### src/rtl/add_seq_ctrl.sv
// rtl/add_seq_ctrl.sv - nibble-serial add/subtract sequencer around one 4-bit adder slice (optional ADD_SEQ_OVERFLOW_EN)

// Plain 4-bit ripple slice; the sequencer reuses this one instance every cycle.
module adder_4bit (
  input  logic [3:0] a,
  input  logic [3:0] b,
  input  logic       cin,
  output logic [3:0] sum,
  output logic       cout
);

  assign {cout, sum} = {1'b0, a} + {1'b0, b} + {4'b0000, cin};

endmodule

module add_seq_ctrl #(
  parameter int WIDTH = 16
) (
  input  logic             clk,
  input  logic             rst,
  input  logic             in_valid,
  output logic             in_ready,
  input  logic [WIDTH-1:0] a,
  input  logic [WIDTH-1:0] b,
  input  logic             sub,
  output logic             out_valid,
  input  logic             out_ready,
  output logic [WIDTH-1:0] result,
  output logic             carry_out,
  output logic             overflow
);

  localparam int N    = WIDTH / 4;
  localparam int IDXW = (N > 1) ? $clog2(N) : 1;
  localparam logic [IDXW-1:0] LAST_IDX = IDXW'(N - 1);

  typedef enum logic [1:0] {IDLE, RUN, DONE} state_t;

  state_t           state_q, state_d;
  logic [WIDTH-1:0] a_q, a_d;
  logic [WIDTH-1:0] b_q, b_d;
  logic [WIDTH-1:0] result_q, result_d;
  logic             sub_q, sub_d;
  logic             carry_q, carry_d;
  logic             in_ready_q, in_ready_d;
  logic             out_valid_q, out_valid_d;
  logic [IDXW-1:0]  idx_q, idx_d;

  logic [3:0]       a_nib;
  logic [3:0]       b_nib;
  logic [3:0]       slice_sum;
  logic             slice_cout;

  // Pick the operand nibbles for the current index; B is inverted for subtract
  // (the +1 comes from carry_q being seeded with sub at acceptance).
  always_comb begin
    a_nib = '0;
    b_nib = '0;
    for (int i = 0; i < N; i++) begin
      if (idx_q == IDXW'(i)) begin
        a_nib = a_q[4*i +: 4];
        b_nib = b_q[4*i +: 4] ^ {4{sub_q}};
      end
    end
  end

  adder_4bit u_slice (
    .a    (a_nib),
    .b    (b_nib),
    .cin  (carry_q),
    .sum  (slice_sum),
    .cout (slice_cout)
  );

  // Next-state and next-output logic for the IDLE -> RUN -> DONE sequence.
  always_comb begin
    state_d     = state_q;
    a_d         = a_q;
    b_d         = b_q;
    sub_d       = sub_q;
    carry_d     = carry_q;
    idx_d       = idx_q;
    result_d    = result_q;
    in_ready_d  = in_ready_q;
    out_valid_d = out_valid_q;
    case (state_q)
      IDLE: begin
        if (in_valid) begin
          a_d        = a;
          b_d        = b;
          sub_d      = sub;
          carry_d    = sub;
          idx_d      = '0;
          in_ready_d = 1'b0;
          state_d    = RUN;
        end
      end
      RUN: begin
        for (int i = 0; i < N; i++) begin
          if (idx_q == IDXW'(i)) begin
            result_d[4*i +: 4] = slice_sum;
          end
        end
        carry_d = slice_cout;
        if (idx_q == LAST_IDX) begin
          out_valid_d = 1'b1;
          state_d     = DONE;
        end else begin
          idx_d = idx_q + 1'b1;
        end
      end
      DONE: begin
        if (out_ready) begin
          out_valid_d = 1'b0;
          in_ready_d  = 1'b1;
          state_d     = IDLE;
        end
      end
      default: begin
        out_valid_d = 1'b0;
        in_ready_d  = 1'b1;
        state_d     = IDLE;
      end
    endcase
  end

  // State, operand, carry and registered handshake outputs.
  always_ff @(posedge clk or posedge rst) begin
    if (rst) begin
      state_q     <= IDLE;
      a_q         <= '0;
      b_q         <= '0;
      sub_q       <= 1'b0;
      carry_q     <= 1'b0;
      idx_q       <= '0;
      result_q    <= '0;
      in_ready_q  <= 1'b1;
      out_valid_q <= 1'b0;
    end else begin
      state_q     <= state_d;
      a_q         <= a_d;
      b_q         <= b_d;
      sub_q       <= sub_d;
      carry_q     <= carry_d;
      idx_q       <= idx_d;
      result_q    <= result_d;
      in_ready_q  <= in_ready_d;
      out_valid_q <= out_valid_d;
    end
  end

  assign in_ready  = in_ready_q;
  assign out_valid = out_valid_q;
  assign result    = result_q;
  assign carry_out = carry_q;

`ifdef ADD_SEQ_OVERFLOW_EN
  logic ovf_q, ovf_d;
  logic msb_cin;

  // Carry into the MSB recovered from the top slice's own bit-3 sum.
  assign msb_cin = a_nib[3] ^ b_nib[3] ^ slice_sum[3];

  // Capture signed overflow while the most-significant nibble is computed.
  always_comb begin
    ovf_d = ovf_q;
    if (state_q == RUN && idx_q == LAST_IDX) begin
      ovf_d = msb_cin ^ slice_cout;
    end
  end

  // Overflow flag register.
  always_ff @(posedge clk or posedge rst) begin
    if (rst) begin
      ovf_q <= 1'b0;
    end else begin
      ovf_q <= ovf_d;
    end
  end

  assign overflow = ovf_q;
`else
  assign overflow = 1'b0;
`endif

endmodule

### config.mk
export PLATFORM = sky130hd
export DESIGN_NAME = add_seq_ctrl
export DESIGN_NICKNAME = d
export VERILOG_FILES = /design/src/rtl/add_seq_ctrl.sv
export SDC_FILE = /design/constraint.sdc
export NUM_CORES = 1
export LEC_CHECK = 0
export ABC_AREA = 0
export CORE_MARGIN = 1
export CORE_UTILIZATION = 35
export CTS_CLUSTER_SIZE = 25
export DETAILED_ROUTE_END_ITERATION = 8
export SYNTH_ARGS = -nofsm -noshare
export SYNTH_HDL_FRONTEND = slang
export SYNTH_SLANG_ARGS = --single-unit
export TNS_END_PERCENT = 5
### constraint.sdc
create_clock -name clk -period 3.6 [get_ports clk]
set_input_delay 0.72 -clock clk [delete_from_list [all_inputs] [get_ports clk]]
set_output_delay 0.72 -clock clk [all_outputs]
set_load 0.05 [all_outputs]
* Word level (Yosys, flattened, before mapping) *
Cells that the tools add are included.

word-level totals
  bits in registers = 56
  bits in latches = 0
  memory bits (writable) = 0
  ROM bits = 0
  output and inout bits = 20
  memories = 0

cells by class
  $add $sub $neg = 3
  $mul = 0
  divide/modulo/power cells = 0
  order comparisons = 0
  eq/ne operators = 9
  shift-type cells = 0
  multiplexer cells = 23
  bitwise logic cells = 6
  reduce and logical (&&, ||, !) cells = 13

operators by type and width
  kind                   count
  $mux W4                8
  $xor A4 B4 Y4          4
  $reduce_and A2 Y1      6
  $reduce_and A3 Y1      4
  $mux W2                5
  $ne A2 B2 Y1 const B   4
  $eq A2 B2 Y1 const B   3
  $pmux W1 S3            2
  $pmux W2 S3            1
  $add A4 B4 Y5          1
  $add A5 B1 Y5          1
  $mux W1                5
  $eq A2 B1 Y1 const B   2
  $logic_not A2 Y1       2
  $pmux W2 S2            1
  $add A2 B1 Y2 const B  1
  $not A1 Y1             2
  $pmux W1 S2            1
  $reduce_bool A2 Y1     1

* Depth between registers and ports, before layout *
  depth in word-level cells = 8
  gate-level depth with buffers = 12
  gate-level depth less buffers = 10

* Modules after synthesis *
Synthesis repeated with hierarchy kept, for this count alone.

second synthesis, totals
  cell total of the unflattened synthesis = 232
  area total of the unflattened synthesis = 2934.1 um^2

modules (own cells, without submodules)
  module        times used  cells an instance  area each (um^2)
  add_seq_ctrl  1           216                2790.2
  adder_4bit    1           16                 143.9

* Worst setup path after synthesis *
No wires, ideal clock.

  path kind = register to register
  from = register idx_q[1]
  to = register carry_q (netlist: carry_out)
  library setup time = 145 ps
  data arrival time = 2744 ps
  data required time = 3455 ps
  path slack = 711 ps
  stages on the path, launching flop included = 13
  period minus slack after synthesis = 2889 ps
  cell sequence = dfrtp_1 -> inv_1 -> ha_1 -> buf_2 -> buf_2 -> a21oi_1 -> a21oi_1 -> a22o_1 -> fa_1 -> fa_1 -> a21o_1 -> a2111oi_0 -> a221oi_1

between the ends
  word-level cells in the longest chain between the ends = 8
  elaborated cells between the ends (all ways) = 15

RTL lines
  element                   line  text
  start: declaration        47    logic [IDXW-1:0] idx_q, idx_d;
  start signal: assignment  145   idx_q <= idx_d;
  $logic_not A2 Y1          60    if (idx_q == IDXW'(i)) begin
  $mux W4 (4 in a row)      60
  $add A4 B4 Y5 *           12    assign {cout, sum} = {1'b0, a} + {1'b0, b} + {4'b0000, cin};
  $add A5 B1 Y5 *           12
  $pmux W1 S2 *             86    case (state_q)
  end signal: assignment    144   carry_q <= carry_d;
  end: declaration          44    logic carry_q, carry_d;

Every way passes the cells marked *; elsewhere a longest branch is shown, timed or not.
A chain may end at the register's enable or synchronous reset.

* Worst setup path after layout *
  from = register idx_q[0]
  to = register carry_q (netlist: carry_out)

Same word-level chain as after synthesis.

==> results.txt <==
----------------------------------------------------
[Worst setup path]
  Reg-to-reg critical path startpoint ... idx_q[0]
  Slowest Stage Delay on Critical Path ... 440 ps
  Logic depth of the worst setup path including buffers ... 10
  Register-to-register setup slack ... 510 ps
  Largest delay share family, worst path ... adder cells
  Cell seen most often among critical-path stages ... sky130_fd_sc_hd__fa_1
  Timing startpoint of the critical path ... idx_q[0]
  Maximum fanout along the worst path ... 10
  Crit end category ... flip-flop
  Combined buffer and inverter count along the critical path ... 1
  Required time reported for the critical path endpoint ... 3780 ps
  Reg-to-reg endpoint ... carry_out
  Slowest cell on the critical path ... sky130_fd_sc_hd__dfrtp_1
  CP Data Arrival Time ... 3270 ps
  Crit path kind ... reg2reg
  Capture point of the critical path ... carry_out
  CP Cell Sequence ... inv_1 -> ha_1 -> nand2b_1 -> o221ai_1 -> a22o_1 -> fa_1 -> fa_1 -> a21o_1 -> a2111oi_0 -> a221oi_1
  Worst setup SP type ... flip-flop
  Number of cells traversed by the worst register-to-register path ... 10

[GRT]
  First-pass GRT wire length ... 9390 microns
  Maximum number of pins on one net before global-route repair ... between 50 and 60
  All-Layer GR Usage ... 14.4%
  Number of antenna violations at the first check in global routing ... 0
  Global route total overflow ... 0
  Vias in the first global route ... 1911

[Floorplan]
  Horizontal die dimension ... 91.2 microns
  Die Area ... 0.00832 sq mm
  I/O pin total ... 57
  Core area ... 0.00773 sq mm
  Cell Rows ... 32
  Height of the die ... 91.2 microns
  Effective utilization at floorplan ... 36.1%

[Clock tree]
  Post-CTS repair timing setup buffer count ... 0
  Worst-path clk slew ... 110 ps
  CTS Sinks ... 56
  Clock latency at the later pin of the worst-skew pair ... 320 ps
  Max H-tree Level ... 2
  Quantity of hold-fixing buffers added after cts ... 0
  Number of buffers between clock root and the deepest sink ... 2
  Post-CTS resize count ... 0
  Total CTS buffers ... 5
  CTS tree ... yes
  Root Driver ... sky130_fd_sc_hd__clkbuf_8

[Synth]
  Most frequently used flop master after synthesis ... sky130_fd_sc_hd__dfrtp_1
  Count of unique library cells instantiated by Yosys ... 34
  Fraction of registers with async set/reset ... 100%
  Register bit count reported by yosys ... 56
  Mean Syn Cell Area ... about 12 sq um
  Number of instances in the synthesized netlist ... 234
  Yosys synthesis warning count ... 0
  Number of flops mapped to enable cells by yosys ... 0
  Netlist area before placement ... 0.00279 sq mm
  Net count after synthesis ... 280
  Sequential fraction of the synthesis area ... 50.3%

[Cells and area]
  Most frequent cells in the layout ... sky130_fd_sc_hd__dfrtp_1 (55), sky130_fd_sc_hd__clkdlybuf4s50_1 (55), sky130_fd_sc_hd__mux2_2 (40), sky130_fd_sc_hd__nand2_1 (19), sky130_fd_sc_hd__a21oi_1 (19)
  Antenna Cells ... 0
  Fin nets ... 332
  Signed area change from the synthesized netlist to the final layout ... 25.0%
  Share of post-route cells with drive strength above 1 ... 19.9%
  Fill cell total of the finished layout ... about 740
  Area taken by flip-flops and latches ... around 0.0014 sq mm
  Area of the multi-input gates ... between 0.001 and 0.0015 sq mm

[STA]
  Final hold violation count ... 0
  Worst clock skew on the final layout ... about 13 ps
  Max_slew headroom ... 54.4%
  Final-report setup violation count ... 0
  Peak clock frequency supported by timing ... 324 MHz
  Final critical path time including I/O delays and setup ... 3090 ps
  Sum of negative setup slack ... 0 ps
  Portion of the clock cycle consumed by the worst path in the final layout ... roughly 86%
  Final max-slew violation count ... 0
  Slew at the pin with the worst max-slew slack ... 684 ps
  Setup repair after global routing missed its margin ... false

[Job]
  Max-cap violations ... 0

[Min path]
  Worst hold-check path type ... reg2reg

[Placement]
  RePlAce Congestion ... 0.782
  Final HPWL from detailed placement ... ~4100 microns
  Total of buffers placed on input and output ports ... 55

[Routing]
  Per-cell via count in the routed design ... 5.12
  Final wirelength ... 5600 microns
  Drt first pass iters ... 4
  Drt initial violations ... 76
  Drt drc ... 0
  Routed Antenna Nets ... 0
  Total via count after detailed routing ... 1993
  Post-detailed-route wirelength per cell ... 14.4 microns

[Power]
  Power after layout ... 3.81 mW
  P_leak ... 1.47 nW
  Power per Cell Area ... 1090 mW/mm^2
  Peak VDD IR ... 0.394 mV

[Outcome]
  Outcome ... completed

----------------------------------------------------
==> synth_stat cells, types with 2 or more instances <==
| cell type | number | share of area (%) |
|---|---|---|
| sky130_fd_sc_hd__dfrtp_1 | 55 | 49 |
| sky130_fd_sc_hd__mux2_2 | 40 | 16 |
| sky130_fd_sc_hd__a21oi_1 | 19 | 3.4 |
| sky130_fd_sc_hd__nand2_1 | 19 | 2.6 |
| sky130_fd_sc_hd__inv_1 | 13 | 1.8 |
| sky130_fd_sc_hd__o21ai_0 | 11 | 2.0 |
| sky130_fd_sc_hd__a22o_1 | 8 | 2.5 |
| sky130_fd_sc_hd__buf_2 | 8 | 1.4 |
| sky130_fd_sc_hd__nand3b_1 | 8 | 2.2 |
| sky130_fd_sc_hd__o221ai_1 | 8 | 2.5 |
| sky130_fd_sc_hd__ha_1 | 7 | 3.1 |
| sky130_fd_sc_hd__buf_6 | 5 | 2.0 |
| sky130_fd_sc_hd__a221o_1 | 4 | 1.4 |
| sky130_fd_sc_hd__o31ai_1 | 4 | 1.1 |
| sky130_fd_sc_hd__a21o_1 | 2 | 0.54 |
| sky130_fd_sc_hd__fa_1 | 2 | 1.4 |
| sky130_fd_sc_hd__nand2b_1 | 2 | 0.45 |
| sky130_fd_sc_hd__nor2_1 | 2 | 0.27 |
| sky130_fd_sc_hd__nor3_1 | 2 | 0.36 |
==> cell families after synthesis <==
family	after synthesis	share of synthesized area, %
AOI/OAI and AO/OA	61	14.9
xor gates and xnor gates	1	0.314
adders and majority gates	9	4.58
buffers and inverters	27	5.48
DFF	56	50.3
muxes	41	16.6
other	1	0.135
and+or+nand+nor	38	7.68
==> worst reg2reg max path, stage by stage (launching register included) <==
cell	delay, ps
sky130_fd_sc_hd__dfrtp_1	440
sky130_fd_sc_hd__inv_1	90
sky130_fd_sc_hd__ha_1	340
sky130_fd_sc_hd__nand2b_1	200
sky130_fd_sc_hd__o221ai_1	140
sky130_fd_sc_hd__a22o_1	260
sky130_fd_sc_hd__fa_1	410
sky130_fd_sc_hd__fa_1	420
sky130_fd_sc_hd__a21o_1	190
sky130_fd_sc_hd__a2111oi_0	380
sky130_fd_sc_hd__a221oi_1	80
==> stage by stage <==
step | std cells | setup WS, ps | cell area, sq um | utilization (%) | hold slack (ps)
floorplan | 234 | 711 | 2790 | - | 458
global placement | 381 | 589 | 3390 | 43.9 | 452
detailed placement | 381 | 533 | 3390 | 43.9 | 461
CTS | 389 | 512 | 3480 | 45.1 | 475
global route | 389 | 272 | 3480 | 45.1 | 493
finish | 389 | 511 | 3480 | 45.1 | 472
==> sequential cells by signal, summed over array words and instances, names as in the netlist <==
| signal | count |
|---|---|
| state_q | 2 |
| carry_out | 1 |
| out_valid | 1 |
| in_ready | 1 |
| a_q | 16 |
| b_q | 16 |
| idx_q | 2 |
| sub_q | 1 |
| result | 16 |
==> layer usage <==
metal / up-vias / share of wire [%] / GRT usage, %
met5: - / 0 / 0
met4: 0 / 1.3 / 4.37
met3: 6 / 4.4 / 3.69
met2: 55 / 44 / 21.8
met1: 989 / 50 / 20.1
li1: 943 / - / -
==> final cells by class <==
class,instances,area share (%)
sequential,56,40.3
multi-input combinational,151,35.3
clock inverter,3,0.682
clock buffer,5,1.98
tap,102,3.66
inverter,13,1.40
timing repair buffer,59,16.7
==> report_power, final <==
group	internal [mW]	total, mW	switching, mW	leakage [nW]
registers	0.957	1.23	0.271	0.666
clock network	0.138	0.350	0.212	0.0404
logic	1.00	2.23	1.23	0.760
total	2.10	3.81	1.71	1.47
==> how the worst min path moves through the flow <==
stage | start | cells past startpoint | slack (ps) | to
after global placement | in_ready | 2 | 450 | in_ready
after global routing | in_ready | 2 | 490 | in_ready
final | in_ready | 2 | 470 | in_ready
after floorplan | a_q[10] | 1 | 460 | a_q[10]
after CTS | in_ready | 2 | 470 | in_ready
after detailed placement | in_ready | 2 | 460 | in_ready
Power figures use the tool's default switching activity.
